===== config.mk =====
export PLATFORM = sky130hd
export DESIGN_NAME = cascade_digit_counter
export DESIGN_NICKNAME = d
export VERILOG_FILES = /design/src/rtl/counter_pkg.sv /design/src/rtl/seg7_decode.sv /design/src/rtl/cascade_digit_counter.sv
export SDC_FILE = /design/constraint.sdc
export NUM_CORES = 1
export LEC_CHECK = 0
export BUFFER_PORTS_ARGS = -buffer_cell sky130_fd_sc_hd__clkbuf_2
export CAP_MARGIN = 20
export CORE_AREA = 2 2 39 41
export DETAILED_ROUTE_END_ITERATION = 16
export DIE_AREA = 0 0 41 43
export GPL_TIMING_DRIVEN = 0
export PLACE_DENSITY_LB_ADDON = 0.08
export SLEW_MARGIN = 20
export SYNTH_ARGS = -nofsm -noshare
export SYNTH_HDL_FRONTEND = slang
export SYNTH_SLANG_ARGS = --single-unit
export TNS_END_PERCENT = 100

===== constraint.sdc =====
create_clock -name ck -period 1.45 [get_ports ck]
set_clock_uncertainty 0.2 [all_clocks]
set_input_delay 0.145 -clock ck [delete_from_list [all_inputs] [get_ports ck]]
set_output_delay 0.145 -clock ck [all_outputs]
set_load 0.03 [all_outputs]

===== src/rtl/counter_pkg.sv =====
// Shared constants for the cascadable digit counter: count width,
// active-low 7-segment glyph table and the terminal-count helper.
package counter_pkg;

  localparam int COUNT_W = 4;

  // Active-low segments {g,f,e,d,c,b,a}; 10..15 show A,b,C,d,E,F.
  localparam logic [6:0] SEG_PATTERN [16] = '{
    7'b1000000, 7'b1111001, 7'b0100100, 7'b0110000,
    7'b0011001, 7'b0010010, 7'b0000010, 7'b1111000,
    7'b0000000, 7'b0010000, 7'b0001000, 7'b0000011,
    7'b1000110, 7'b0100001, 7'b0000110, 7'b0001110
  };

  // Count value from which the next enabled edge wraps.
  function automatic logic [COUNT_W-1:0] terminal_val(
    input logic up,
    input int   mod
  );
    logic [COUNT_W-1:0] top;
    top = COUNT_W'(mod - 1);
    return up ? top : '0;
  endfunction

endpackage


===== src/rtl/seg7_decode.sv =====
// Combinational hex to active-low 7-segment decoder.
// Ports: val (4-bit digit in), seg ({g,f,e,d,c,b,a}, active-low out).
module seg7_decode
  import counter_pkg::*;
(
  input  logic [COUNT_W-1:0] val,
  output logic [6:0]         seg
);

  assign seg = SEG_PATTERN[val];

endmodule


===== src/rtl/cascade_digit_counter.sv =====
// Cascadable modulo-MOD up/down digit counter with load and sticky wrap.
// Ports: ck, rst_n (async low), ci (count enable), up, ld, din[3:0],
//   clr_wrap, Qa..Qd (count, Qa=LSB), Rc (comb carry), wrap,
//   seg[6:0] (active-low, only when SEG7_EN is defined).
module cascade_digit_counter
  import counter_pkg::*;
#(
  parameter int MOD  = 10,
  parameter int INIT = 0
) (
  input  logic               ck,
  input  logic               rst_n,
  input  logic               ci,
  input  logic               up,
  input  logic               ld,
  input  logic [COUNT_W-1:0] din,
  input  logic               clr_wrap,
  output logic               Qa,
  output logic               Qb,
  output logic               Qc,
  output logic               Qd,
  output logic               Rc,
`ifdef SEG7_EN
  output logic [6:0]         seg,
`endif
  output logic               wrap
);

  localparam logic [COUNT_W-1:0] MAXV  = COUNT_W'(MOD - 1);
  localparam logic [COUNT_W-1:0] INITV = COUNT_W'(INIT);
  localparam logic [COUNT_W:0]   MODX  = (COUNT_W+1)'(MOD);

  logic [COUNT_W-1:0] count;
  logic [COUNT_W-1:0] count_nx;
  logic               at_term;

  assign at_term = (count == terminal_val(up, MOD));
  assign Rc      = ci & ~ld & at_term;

  always_comb begin
    count_nx = count;
    if (ld) begin
      count_nx = ({1'b0, din} >= MODX) ? MAXV : din;
    end else if (ci) begin
      if (up)
        count_nx = at_term ? '0 : count + 1'b1;
      else
        count_nx = at_term ? MAXV : count - 1'b1;
    end
  end

  always_ff @(posedge ck or negedge rst_n) begin
    if (!rst_n) begin
      count <= INITV;
      wrap  <= 1'b0;
    end else begin
      count <= count_nx;
      // Set wins over a same-edge clear.
      if (Rc)
        wrap <= 1'b1;
      else if (clr_wrap)
        wrap <= 1'b0;
    end
  end

  assign {Qd, Qc, Qb, Qa} = count;

`ifdef SEG7_EN
  logic [6:0] seg_nx;

  // Decode the next count so the registered glyph lines up with Q.
  seg7_decode u_dec (
    .val (count_nx),
    .seg (seg_nx)
  );

  always_ff @(posedge ck or negedge rst_n) begin
    if (!rst_n)
      seg <= SEG_PATTERN[INITV];
    else
      seg <= seg_nx;
  end
`endif

endmodule


* After elaboration in Yosys (flattened, before gate mapping)
Cells that the tools add are included.
** Operators by class
- Add/subtract/negate cells :: 2
- $lt $le $gt $ge :: 1
- Equal/unequal tests :: 1
- Mux-type cells :: 9
- Bitwise gates (word level) :: 3
- Reduce and logical (&&, ||, !) cells :: 2
** Operators by type and width (number)
- $mux 4 :: 7
- $add 4x1->4 const B :: 1
- $eq 4x4->1 :: 1
- $ge 4x4->1 const B :: 1
- $reduce_bool 2->1 :: 2
- $sub 4x1->4 const B :: 1
- $and 1x1->1 :: 2
- $mux 1 :: 2
- $not 1->1 :: 1
** Word-level totals
- Register bits :: 5
- Input port bits :: 10
- Output and inout port bits :: 6
- Logic and storage cells :: 20

* Depth between registers and ports, before layout
Gate-level depths: netlist (run 1).
- Depth in word-level cells :: 6
- Depth in mapped cells :: 6
- Depth with buffers taken out :: 6

* Least setup slack after synthesis (run 1)
Ideal clock, no wire load.
- Kind :: register -> register
- Start point :: register count[0]
- End point :: register wrap
- Setup time :: 0.063 ns
- Arrival time :: 1.524 ns
- Data required time :: 1.187 ns
- Path slack :: -0.337 ns
- Stages on the path, launching flop included :: 5
- Buffers on the path :: 0
- Period minus slack after synthesis :: 1.787 ns
- Cell sequence :: dfrtp_1 -> or3_1 -> a211oi_2 -> and2_4 -> a21o_2
** On the way
- Word-level cells in the longest chain between the ends :: 3
- Elaborated cells on any way between the ends :: 4
- Those cells by class :: 1 x eq/ne; 1 x mux; 1 x bitwise; 1 x reduce/logical
** RTL lines
- start: declaration :: line cascade_digit_counter.sv:33 : logic [COUNT_W-1:0] count;
- start signal: assignment :: line cascade_digit_counter.sv:57 : count <= count_nx;
- $eq 4x4->1 (*) :: line cascade_digit_counter.sv:37 : assign at_term = (count == terminal_val(up, MOD));
- $and 1x1->1 (*) :: line cascade_digit_counter.sv:38 : assign Rc = ci & ~ld & at_term;
- via Rc :: line cascade_digit_counter.sv:22 : output logic Rc,
- $mux 1 or $reduce_bool 2->1 (tied branches)
- end signal: assignment :: line cascade_digit_counter.sv:55 : wrap <= 1'b0;
- end signal: assignment :: line cascade_digit_counter.sv:60 : wrap <= 1'b1;
- end signal: assignment :: line cascade_digit_counter.sv:62 : wrap <= 1'b0;
- end: declaration :: line cascade_digit_counter.sv:26 : output logic wrap
Mark *: on every way through the listed nets, which the timed path passes. The rest lies on a longest branch.
A chain may end at the register's enable or synchronous reset.

* Worst setup path after layout (run 1)
- Start point :: register count[3]
- End point :: output port Rc
** On the way
- Word-level cells in the longest chain between the ends :: 2
** RTL lines (line)
- $eq 4x4->1 :: cascade_digit_counter.sv:37
- $and 1x1->1 :: cascade_digit_counter.sv:38
- end: declaration :: cascade_digit_counter.sv:22
No other way between the ends.

==> results of run 1 <==
==> repair_timing <==
action                     CTS  global route
setup endpoints to repair    5             6
buffers inserted             6             1
hold buffers                 5             0
pin swaps                    8             3
resized for setup           16             5
hold endpoints to repair     9             0
==> power by group through the flow <==
stage / combinational, mW / clock [mW] / sequential, mW
5_1_grt: 0.305 / 0.174 / 0.199
3_3_place_gp: 0.177 / 0 / 0.201
2_1_floorplan: 0.0884 / 0 / 0.228
3_5_place_dp: 0.176 / 0 / 0.201
6_report: 0.280 / 0.158 / 0.194
4_1_cts: 0.274 / 0.162 / 0.190
==> cells by family (layout without fill, tap and decap cells) <==
kind of cell / Yosys count / count (layout)
multiplexers: 3 / 3
flip-flops: 5 / 5
buffers and inverters: 4 / 33
AO/OA/AOI/OAI: 11 / 11
adder cells (fa/ha/maj): 2 / 2
AND/OR/NAND/NOR: 18 / 18
XOR/XNOR: 2 / 2
==> worst max-delay path by stage <==
stage	startpoint	endpoint	slack, ns	cells past startpoint
2_1_floorplan	count[0]$_DFFE_PN0P_	wrap$_DFFE_PN0P_	-0.23	4
3_3_place_gp	count[0]$_DFFE_PN0P_	Rc	-0.42	4
3_5_place_dp	count[0]$_DFFE_PN0P_	Rc	-0.42	4
4_1_cts	count[3]$_DFFE_PN0P_	Rc	-0.51	4
5_1_grt	count[3]$_DFFE_PN0P_	Rc	-0.49	4
6_report	count[3]$_DFFE_PN0P_	Rc	-0.43	4
==> stage by stage <==
| step | util [%] | TNS, ns | cell area (um^2) |
|---|---|---|---|
| finish | 49.28 | -0.9960 | 681.9 |
| global route | 49.28 | -1.246 | 681.9 |
| CTS | 47.92 | -1.397 | 663.1 |
| detailed placement | 34.90 | -1.139 | 483.0 |
| global placement | 34.90 | -1.199 | 483.0 |
| floorplan | - | -0.7795 | 392.9 |
==> synthesized netlist by cell type, drive strengths merged <==
| master | instances |
|---|---|
| a211oi | 1 |
| a21o | 1 |
| a21oi | 1 |
| a221oi | 1 |
| and2 | 1 |
| clkbuf | 1 |
| dfrtp | 5 |
| ha | 2 |
| inv | 3 |
| mux2 | 2 |
| mux2i | 1 |
| nand2 | 6 |
| nand3 | 2 |
| nand3b | 3 |
| nor2 | 2 |
| nor2b | 1 |
| nor3 | 1 |
| o21a | 1 |
| o21ai | 5 |
| o31a | 1 |
| or3 | 1 |
| or4 | 1 |
| xnor2 | 2 |
==> worst reg2reg max path: stages, from the launching register on <==
cell and delay (ns):
sky130_fd_sc_hd__dfrtp_2 0.42, sky130_fd_sc_hd__buf_6 0.15, sky130_fd_sc_hd__nand3_2 0.09, sky130_fd_sc_hd__a211oi_4 0.07, sky130_fd_sc_hd__buf_4 0.14, sky130_fd_sc_hd__or4_1 0.46, sky130_fd_sc_hd__nand3_1 0.08
==> metal layers <==
| metal | vias to the layer above | global-route usage, % | share of wire, % | wire [um] |
|---|---|---|---|---|
| li1 | 218 | - | - | - |
| met1 | 200 | 19.28 | 42 | 462 |
| met2 | 13 | 24.06 | 52 | 570 |
| met3 | 0 | 2.094 | 5.6 | 61 |
| met4 | 0 | 6.000 | 0 | 0 |
| met5 | - | 0 | 0 | 0 |
==> layout make-up <==
type,count,area [um^2],share of cell area (%)
well taps,16,20.02,2.936
inverters,3,13.76,2.018
repair buffers,25,185.2,27.16
plain buffers,1,3.754,0.5505
multi-input cells,36,302.8,44.40
clock buffers,4,26.28,3.853
flip-flops and latches,5,130.1,19.08
==> sequential cells by signal, summed over array words and instances (netlist names) <==
| signal | cells |
|---|---|
| count | 4 |
| wrap | 1 |
==> out/metrics.sh, run 1 <==
GRT_ANTENNA_BEFORE_REPAIR=0
SYNTH_COMPOUND_GATE_AREA_SHARE_PCT=19.68
ANTENNADIODECOUNT=0
LAYOUT.CELLS.MOST_COMMON='sky130_fd_sc_hd__clkbuf_2'
PORTBUFFERS=14
CLOCK_SINKS=5
SYNTH_AREA_UM2=387.9
ANT_NETS=0
SEQUENTIALPOWERSHARE_PCT=30.7
CRITICAL_PATH.MAX_FANOUT=2
SYNTH-SEQ-AREA-SHARE_PCT=32.26
TIMING.CRITICAL_PATH.REQUIRED_NS=1.11
SYNTH-ADDER-AREA-SHARE_PCT=6.452
FINAL-MAX-SLEW-VIOLATION-COUNT=0
TOTAL_POWER_mW=0.6321
CLOCK_PATH_BUFFERS=2
DRC=0
WORSTSETUPPATHTYPE='register to output port'
TRACK_USAGE_PCT=15.04
LAYOUT-AREA-OVERHEAD-VS-SYNTH_PCT=75.81
SYNTHDOMINANTCELLAREASHARE_PCT=32.26
WL_PER_CELL_UM=12.16
STATIC_LEAKAGE_nW=0.3082
GLOBAL_ROUTE.OVERFLOW_TOTAL=0
VIAS_PER_CELL=4.789
SYNTHSIMPLEGATEAREAFRAC_PCT=24.84
GRT_SETUP_UNREPAIRED='true'
YOSYS_REGISTER_BITS=5
CRITPATHTOPFAMILY='simple AND/OR/NAND/NOR gates'
FLOORPLAN.ROWS=14
DETAILEDPLACE.WORSTSLACK_NS=-0.4159
TRITONCTS_CLOCK_TREE='yes'
R2R_END='count[2]$_DFFE_PN0P_'
CP_CELL_SEQUENCE='or3_4 -> a211oi_4 -> and2_4 -> buf_8'
DRV_CAP=0
MAPPEDNETLISTNETS=57
CORE_AREA_MM2=0.001384
TRITONCTS.NUM_BUFFERS=3
MAX-SLEW-MARGIN-REL_PCT=76.97
SETUP_VIOLATIONS=5
GRT_FIRST_PASS_WIRELENGTH_MM=1.842
FLOORPLAN.INITIALDENSITY_PCT=28.03
LARGEST_CELLS_BY_AREA_AFTER_SYNTHESIS='sky130_fd_sc_hd__dfrtp_1, sky130_fd_sc_hd__ha_1, sky130_fd_sc_hd__o21ai_0'
SYNTH_AREA_LEADER_CELL='sky130_fd_sc_hd__dfrtp_1'
VDD_DROP_MAX_V=0.0003270
REG2REG_SETUP_SLACK_NS=-0.22
FF2FF_PATH_DEPTH=6
YOSYS-MUX-AREA-FRACTION_PCT=8.387
LAYOUT.FILLER_CELLS=141
SYNTH_XOR_AREA_SHARE_PCT=4.516
FINAL_NETS=87
WORST_PIN_SLEW_NS=0.3454
DESIGN.DIE.AREA_MM2=0.001763
NETSWITCHINGFRACTION_PCT=36.20
CP_SLOWEST_STAGE_DELAY_NS=0.40
WORST_EP_ARRIVAL_TIME_NS=1.54
SYNTHDISTINCTLIBCELLS=23
CRITICAL_PATH.ENDPOINT_TYPE='output port'
PERIOD_SHARE_PCT=130.0
MAIN_COMBINATIONAL_CELL_FAMILY_BY_AREA_AFTER_SYNTHESIS='simple AND/OR/NAND/NOR gates'
SETUP_SLACK_NS=-0.4343
INTERNAL_POWER_mW=0.4033
HOLDCRITPATHCLASS='input port to async pin'
FIN_CRIT_NS=1.884
CRITICAL_PATH_BUF_INV_COUNT=1
SYNTH.YOSYS.WARNINGS=0
TIMING.CRITICAL_PATH.FROM_TYPE='register'
CP_SLOWEST_CELL='sky130_fd_sc_hd__dfrtp_2'
TIMING_HOLD_VIOLATIONS_FINAL=0
DIEWIDTH_UM=41
DR_TOTAL_VIAS=431
VIOLATIONS_IN_THE_FINAL_REPORTS='setup timing'
DRIVE_GT1_SHARE_PCT=54.05
POWER_DENSITY_OF_THE_PLACED_CELLS_mW_PER_MM2=927.0
DRT_ITER0_DRC=8
DIE_Y_EXTENT_UM=43
SHARE_CLK_OF_TOTAL_POWER_PCT=24.9
GP_ROUTABILITY_CONGESTION=0.8143
CLOCK_TREE.HTREE_LEVEL_COUNT=1
CLK_PIN_SLEW_NS=0.04
CTS_ROOT_BUFFER='sky130_fd_sc_hd__clkbuf_4'
GRT_MAX_DEGREE=11
NUMPLACEDINSTANCES=75
VIAS_IN_THE_FIRST_GLOBAL_ROUTE=441
ROUTED_WIRELENGTH_MM=1.094
SYN-MEAN-INSTANCE-AREA_UM2=8.619
WORSTSKEWPAIRLATENCY_NS=0.24
HPWL_UM=706.7
LAYOUT_COMMON_CELLS='sky130_fd_sc_hd__clkbuf_2, sky130_fd_sc_hd__nand2_1, sky130_fd_sc_hd__dlygate4sd3_1, sky130_fd_sc_hd__buf_4, sky130_fd_sc_hd__dfrtp_2'
TOTAL_SWITCHING_POWER_mW=0.2288
P_COMB_SHARE_PCT=44.3
SYNTHESIS.INSTANCES=45
WORSTREG2REGSTART='count[0]$_DFFE_PN0P_'
DESIGN.PORTCOUNT=16
HOLD_WS_NS=0.05781
FIN_CELLS=90
MAX_FREQ_GHz=0.5307
FIRST_PASS_ITERS=4
STATUS='finished, violations left'
Power figures use the tool's default switching activity.
==> run 2: changes to the inputs <==
--- a/config.mk
+++ b/config.mk
@@ -11,7 +11,7 @@
 export DETAILED_ROUTE_END_ITERATION = 16
 export DIE_AREA = 0 0 41 43
 export GPL_TIMING_DRIVEN = 0
-export PLACE_DENSITY_LB_ADDON = 0.08
+export PLACE_DENSITY_LB_ADDON = 0.05
 export SLEW_MARGIN = 20
 export SYNTH_ARGS = -nofsm -noshare
 export SYNTH_HDL_FRONTEND = slang
==> run 2 against run 1 <==
  * Non-clock buffer count shrank 4
  * The flow still finishes with violations (setup timing)
  * Largest power group unchanged
  * Final cell count is 4.4% lower
  * Largest cell class unchanged
  * Setup slack lost 0.047 ns
  * Combinational power decreased by 21%
==> out/metrics.sh, run 2 (same netlist as run 1, synthesis figures left out) <==
CRITICAL_PATH.ENDPOINT_TYPE='output port'
HPWL_UM=715.7
DRT_ITER0_DRC=1
HOLDCRITPATHCLASS='input port to async pin'
VIOLATIONS_IN_THE_FINAL_REPORTS='setup timing'
HOLD_WS_NS=0.05838
DRIVE_GT1_SHARE_PCT=44.29
ROUTED_WIRELENGTH_MM=1.046
FIN_CELLS=86
LAYOUT_COMMON_CELLS='sky130_fd_sc_hd__clkbuf_2, sky130_fd_sc_hd__nand2_1, sky130_fd_sc_hd__dlygate4sd3_1'
GLOBAL_ROUTE.OVERFLOW_TOTAL=0
LARGEST_REGISTER_FFS=4
TIMING.CRITICAL_PATH.FROM_TYPE='register'
STATIC_LEAKAGE_nW=0.2752
FIN_CRIT_NS=1.931
GRT_FIRST_PASS_WIRELENGTH_MM=1.656
NUMPLACEDINSTANCES=75
LAYOUT-AREA-OVERHEAD-VS-SYNTH_PCT=55.16
GRT_ANTENNA_BEFORE_REPAIR=0
DIEWIDTH_UM=41
GP_ROUTABILITY_CONGESTION=0.7289
GRT_MAX_DEGREE=11
PERIOD_SHARE_PCT=133.2
CLOCK_TREE.HTREE_LEVEL_COUNT=1
CP_SLOWEST_STAGE_DELAY_NS=0.41
VIAS_PER_CELL=4.860
FLOORPLAN.INITIALDENSITY_PCT=28.03
LAYOUT.CELLS.MOST_COMMON='sky130_fd_sc_hd__clkbuf_2'
DRV_CAP=0
DIE_Y_EXTENT_UM=43
CORE_AREA_MM2=0.001384
WORST_PIN_SLEW_NS=0.3353
CRITICAL_PATH.MAX_FANOUT=3
CTS_ROOT_BUFFER='sky130_fd_sc_hd__clkbuf_4'
PORTBUFFERS=14
WL_PER_CELL_UM=12.16
FINALINSTANCEAREA_UM2=601.8
CP_CELL_SEQUENCE='or3_4 -> a211oi_4 -> and2_4 -> buf_8'
LAYOUT.FILLER_CELLS=147
WORST_EP_ARRIVAL_TIME_NS=1.59
TIMING.CRITICAL_PATH.REQUIRED_NS=1.11
MAX-SLEW-MARGIN-REL_PCT=77.65
DRC=0
TOP_REGISTER='count'
TIMING_HOLD_VIOLATIONS_FINAL=0
CLOCK_SINKS=5
CRITPATHTOPFAMILY='simple AND/OR/NAND/NOR gates'
BIGGEST_REGISTERS_AFTER_LAYOUT='count x4, wrap x1'
SETUP_SLACK_NS=-0.4814
VIAS_IN_THE_FIRST_GLOBAL_ROUTE=401
TRACK_USAGE_PCT=14.59
CP_SLOWEST_CELL='sky130_fd_sc_hd__dfrtp_2'
WORSTSKEWPAIRLATENCY_NS=0.24
DETAILEDPLACE.WORSTSLACK_NS=-0.3837
VDD_DROP_MAX_V=0.0003299
TRITONCTS.NUM_BUFFERS=3
DR_TOTAL_VIAS=418
TRITONCTS_CLOCK_TREE='yes'
SETUP_VIOLATIONS=5
CRITICAL_PATH_BUF_INV_COUNT=1
GRT_SETUP_UNREPAIRED='true'
ANTENNADIODECOUNT=0
CLK_PIN_SLEW_NS=0.04
POSTPLACECELLAREA_UM2=483.0
FINAL_NETS=83
POWER_DENSITY_OF_THE_PLACED_CELLS_mW_PER_MM2=952.3
DESIGN.PORTCOUNT=16
STATUS='finished, violations left'
FIRST_PASS_ITERS=2
WORSTSETUPPATHTYPE='register to output port'
DESIGN.DIE.AREA_MM2=0.001763
TNS_NS=-1.011
CLOCK_PATH_BUFFERS=2
FINAL-MAX-SLEW-VIOLATION-COUNT=0
FLOORPLAN.ROWS=14
ANT_NETS=0
MAX_FREQ_GHz=0.5178
run 2: cell count changes in the layout (fill, tap and decap cells not counted), moves of 2 or more:
cell | before | now
sky130_fd_sc_hd__buf_4 | 5 | 2
sky130_fd_sc_hd__buf_6 | 2 | 0
sky130_fd_sc_hd__mux2_2 | 0 | 2
sky130_fd_sc_hd__mux2_4 | 2 | 0
run 2: final cells by class:
type | count | area (um^2) | share of cell area (%)
inverter | 3 | 11.26 | 1.871
buffer | 1 | 3.754 | 0.6237
tap | 16 | 20.02 | 3.326
multi-input combinational | 36 | 265.3 | 44.07
clock buffer | 4 | 26.28 | 4.366
sequential | 5 | 130.1 | 21.62
timing repair buffer | 21 | 145.1 | 24.12
run 2: final timing paths:
| path | from | end | slack, ns | cells past startpoint |
|---|---|---|---|---|
| hold / removal | rst_n | wrap$_DFFE_PN0P_ | 0.06 | 2 |
| setup / recovery | count[0]$_DFFE_PN0P_ | Rc | -0.48 | 4 |
| min in group ck | ci | count[0]$_DFFE_PN0P_ | 0.07 | 3 |
| max in group asynchronous | rst_n | count[2]$_DFFE_PN0P_ | 0.84 | 2 |
| hold reg to reg | wrap$_DFFE_PN0P_ | wrap$_DFFE_PN0P_ | 0.29 | 1 |
| setup reg to reg | count[0]$_DFFE_PN0P_ | count[2]$_DFFE_PN0P_ | -0.25 | 7 |
run 2: worst register-to-register path, cell delays in order (launching register included):
cell and delay, ns:
sky130_fd_sc_hd__dfrtp_2 0.41, sky130_fd_sc_hd__buf_4 0.17, sky130_fd_sc_hd__inv_1 0.06, sky130_fd_sc_hd__ha_1 0.13, sky130_fd_sc_hd__mux2_2 0.14, sky130_fd_sc_hd__nand2_1 0.06
sky130_fd_sc_hd__or4_1 0.39, sky130_fd_sc_hd__nand3_1 0.07
run 2: per-stage QoR:
| step | power (mW) | utilization (%) |
|---|---|---|
| 2_1_floorplan | 0.3163 | - |
| 6_report | 0.5731 | 43.49 |
| 3_3_place_gp | 0.3785 | 34.90 |
| 5_1_grt | 0.6234 | 43.49 |
| 4_1_cts | 0.5736 | 42.50 |
| 3_5_place_dp | 0.3770 | 34.90 |
run 2: power breakdown:
| part | total, mW | internal (mW) | switching [mW] | leakage (nW) |
|---|---|---|---|---|
| clock network | 0.160 | 0.104 | 0.0556 | 0.0150 |
| logic | 0.222 | 0.101 | 0.121 | 0.202 |
| registers | 0.192 | 0.161 | 0.0308 | 0.0584 |
run 2: metal layers:
metal	routed length, um	GRT usage (%)	vias up
met2	512	18.13	11
met3	50	5.236	2
met4	12	13.33	0
met1	471	18.45	196
li1	-	-	209
met5	0	0	-
run 2: timing repair:
action                                 in CTS  in global routing
endpoints found under the hold margin       9                  0
setup endpoints to repair                   5                  5
pin swaps                                   3                  2
gates resized for setup                     4                  3
buffers inserted                            2                  0
hold buffers                                5                  0
==> run 3: changes to the inputs <==
==> constraint.sdc (replaced) <==
create_clock -name ck -period 1.65 [get_ports ck]
set_clock_uncertainty 0.2 [all_clocks]
set_input_delay 0.165 -clock ck [delete_from_list [all_inputs] [get_ports ck]]
set_output_delay 0.165 -clock ck [all_outputs]
set_load 0.005 [all_outputs]
==> run 3 against run 2 <==
  * Critical endpoint unchanged
  * Largest power group unchanged
  * Setup slack improved by 0.26 ns
  * Flip-flop and latch count unchanged
  * Non-clock buffer count increased by 4
  * The run still ends with setup timing left
  * Combinational power decreased by 16%
==> out/metrics.sh, run 3 (same netlist as run 1, synthesis figures left out) <==
WORST_PIN_SLEW_NS=0.3317
VIOLATIONS_IN_THE_FINAL_REPORTS='setup timing'
FINAL-MAX-SLEW-VIOLATION-COUNT=0
ANTENNADIODECOUNT=0
GLOBAL_ROUTE.OVERFLOW_TOTAL=0
CLOCK_SINKS=5
DIE_Y_EXTENT_UM=43
MAX-SLEW-MARGIN-REL_PCT=77.89
DRIVE_GT1_SHARE_PCT=50.00
STATIC_LEAKAGE_nW=0.2993
DIEWIDTH_UM=41
WL_PER_CELL_UM=11.03
GRT_ANTENNA_BEFORE_REPAIR=0
ROUTE.MET3.WL_UM=41
WORST_EP_ARRIVAL_TIME_NS=1.51
TIMING.CRITICAL_PATH.FROM_TYPE='register'
STATUS='finished, violations left'
DESIGN.PORTCOUNT=16
PERIOD_SHARE_PCT=113.5
VIAS_IN_THE_FIRST_GLOBAL_ROUTE=362
DR_TOTAL_VIAS=415
HOLD-PATH-ENDPOINT='count[2]$_DFFE_PN0P_'
REG2REG_SETUP_SLACK_NS=-0.16
GP_ROUTABILITY_CONGESTION=0.7639
TRACK_USAGE_PCT=12.23
FIN_CRIT_NS=1.873
WORSTSETUPPATHTYPE='register to output port'
CORE_AREA_MM2=0.001384
MET2ROUTEDLENGTH_UM=487
TOTAL_POWER_mW=0.4820
LAYOUT_COMMON_CELLS='sky130_fd_sc_hd__clkbuf_2, sky130_fd_sc_hd__o21ai_0, sky130_fd_sc_hd__nand2_1'
LAYOUT-AREA-OVERHEAD-VS-SYNTH_PCT=62.58
TIMING.CRITICAL_PATH.REQUIRED_NS=1.28
CLK_PIN_SLEW_NS=0.04
VIAS_PER_CELL=4.611
MAX_FREQ_GHz=0.5339
DETAIL_ROUTE.WIRELENGTH.MET1_UM=464
DESIGN.DIE.AREA_MM2=0.001763
CLOCK_PATH_BUFFERS=2
HOLDCRITPATHCLASS='input port to register'
DETAILEDPLACE.WORSTSLACK_NS=-0.2206
SETUP_SLACK_NS=-0.2229
WORSTSKEWPAIRLATENCY_NS=0.23
FIRST_PASS_ITERS=1
DR.MAX_LAYER_USED='met3'
DRV_CAP=0
TOP_REGISTER='count'
POWER_DENSITY_OF_THE_PLACED_CELLS_mW_PER_MM2=764.3
CRITICAL_PATH.ENDPOINT_TYPE='output port'
BIGGEST_REGISTERS_AFTER_LAYOUT='count x4, wrap x1'
WORSTREG2REGSTART='count[3]$_DFFE_PN0P_'
LAYOUT.CELLS.MOST_COMMON='sky130_fd_sc_hd__clkbuf_2'
FINAL_NETS=87
GRT_SETUP_UNREPAIRED='true'
ROUTED_WIRELENGTH_UM=993
CTS_ROOT_BUFFER='sky130_fd_sc_hd__clkbuf_4'
FLOORPLAN.ROWS=14
HPWL_UM=680.4
HOLD_DEPTH=3
SETUP_VIOLATIONS=4
PORTBUFFERS=14
GRT_MAX_DEGREE=11
FF2FF_PATH_DEPTH=8
MIN-DELAY-START='din[2]'
R2R_END='count[2]$_DFFE_PN0P_'
FLOORPLAN.INITIALDENSITY_PCT=28.03
TRITONCTS.NUM_BUFFERS=3
DRT_ITER0_DRC=0
TIMING_HOLD_VIOLATIONS_FINAL=0
ANT_NETS=0
VDD_DROP_MAX_V=0.0003093
CLOCK_TREE.HTREE_LEVEL_COUNT=1
DRC=0
LARGEST_REGISTER_FFS=4
CRITICAL_PATH.MAX_FANOUT=2
TRITONCTS_CLOCK_TREE='yes'
GRT_FIRST_PASS_WIRELENGTH_MM=1.414
## run 3: per-layer routing
layer | up-vias | track usage (%)
met1 | 186 | 15.46
met4 | 0 | 8.000
met5 | - | 0
li1 | 218 | -
met2 | 11 | 18.44
met3 | 0 | 1.571
## run 3: critical path, stage by stage, from the launching register on
cell and delay (ns):
sky130_fd_sc_hd__dfrtp_2 0.39, sky130_fd_sc_hd__or3_4 0.36, sky130_fd_sc_hd__a211oi_2 0.24, sky130_fd_sc_hd__and2_4 0.18
sky130_fd_sc_hd__clkbuf_2 0.10
## run 3: timing repair
item / CTS / global route
setup endpoints to repair: 5 / 5
resized for setup: 2 / 10
buffers inserted: 5 / 2
pin swaps: 3 / 3
hold buffers: 4 / 0
hold endpoints to repair: 8 / 0
## run 3: power by group
group / leakage, nW / total (mW) / switching [mW] / internal (mW)
clock: 0.0150 / 0.135 / 0.0435 / 0.0910
sequential: 0.0597 / 0.161 / 0.0204 / 0.141
combinational: 0.225 / 0.186 / 0.0798 / 0.106
total: 0.299 / 0.482 / 0.144 / 0.338
## run 3: worst max path at each step
stage                                     from  endpoint  slack, ns  cells after the start
after floorplan           count[0]$_DFFE_PN0P_        Rc       0.04                      3
after global placement    count[0]$_DFFE_PN0P_        Rc      -0.24                      4
after detailed placement  count[0]$_DFFE_PN0P_        Rc      -0.22                      4
after CTS                 count[3]$_DFFE_PN0P_        Rc      -0.25                      4
after global routing      count[3]$_DFFE_PN0P_        Rc      -0.29                      4
final                     count[3]$_DFFE_PN0P_        Rc      -0.22                      4
## run 3: final cells by class
class / count / area (um^2)
buffer: 1 / 3.754
clock buffer: 4 / 26.28
fill: 142 / 753.2
inverter: 3 / 11.26
multi-input combinational: 36 / 266.5
sequential: 5 / 128.9
tap: 16 / 20.02
timing repair buffer: 25 / 173.9
## run 3: per-stage QoR
step	hold slack [ns]	util (%)	cell area, um^2	instances	TNS (ns)
6_report	0.006649	45.57	630.6	90	-0.4458
4_1_cts	0.002430	42.22	584.3	88	-0.5015
3_5_place_dp	-0.2135	34.54	478.0	75	-0.4276
2_1_floorplan	-0.3306	-	387.9	45	0
5_1_grt	0.03210	45.57	630.6	90	-0.6875
3_3_place_gp	-0.2108	34.54	478.0	75	-0.5348
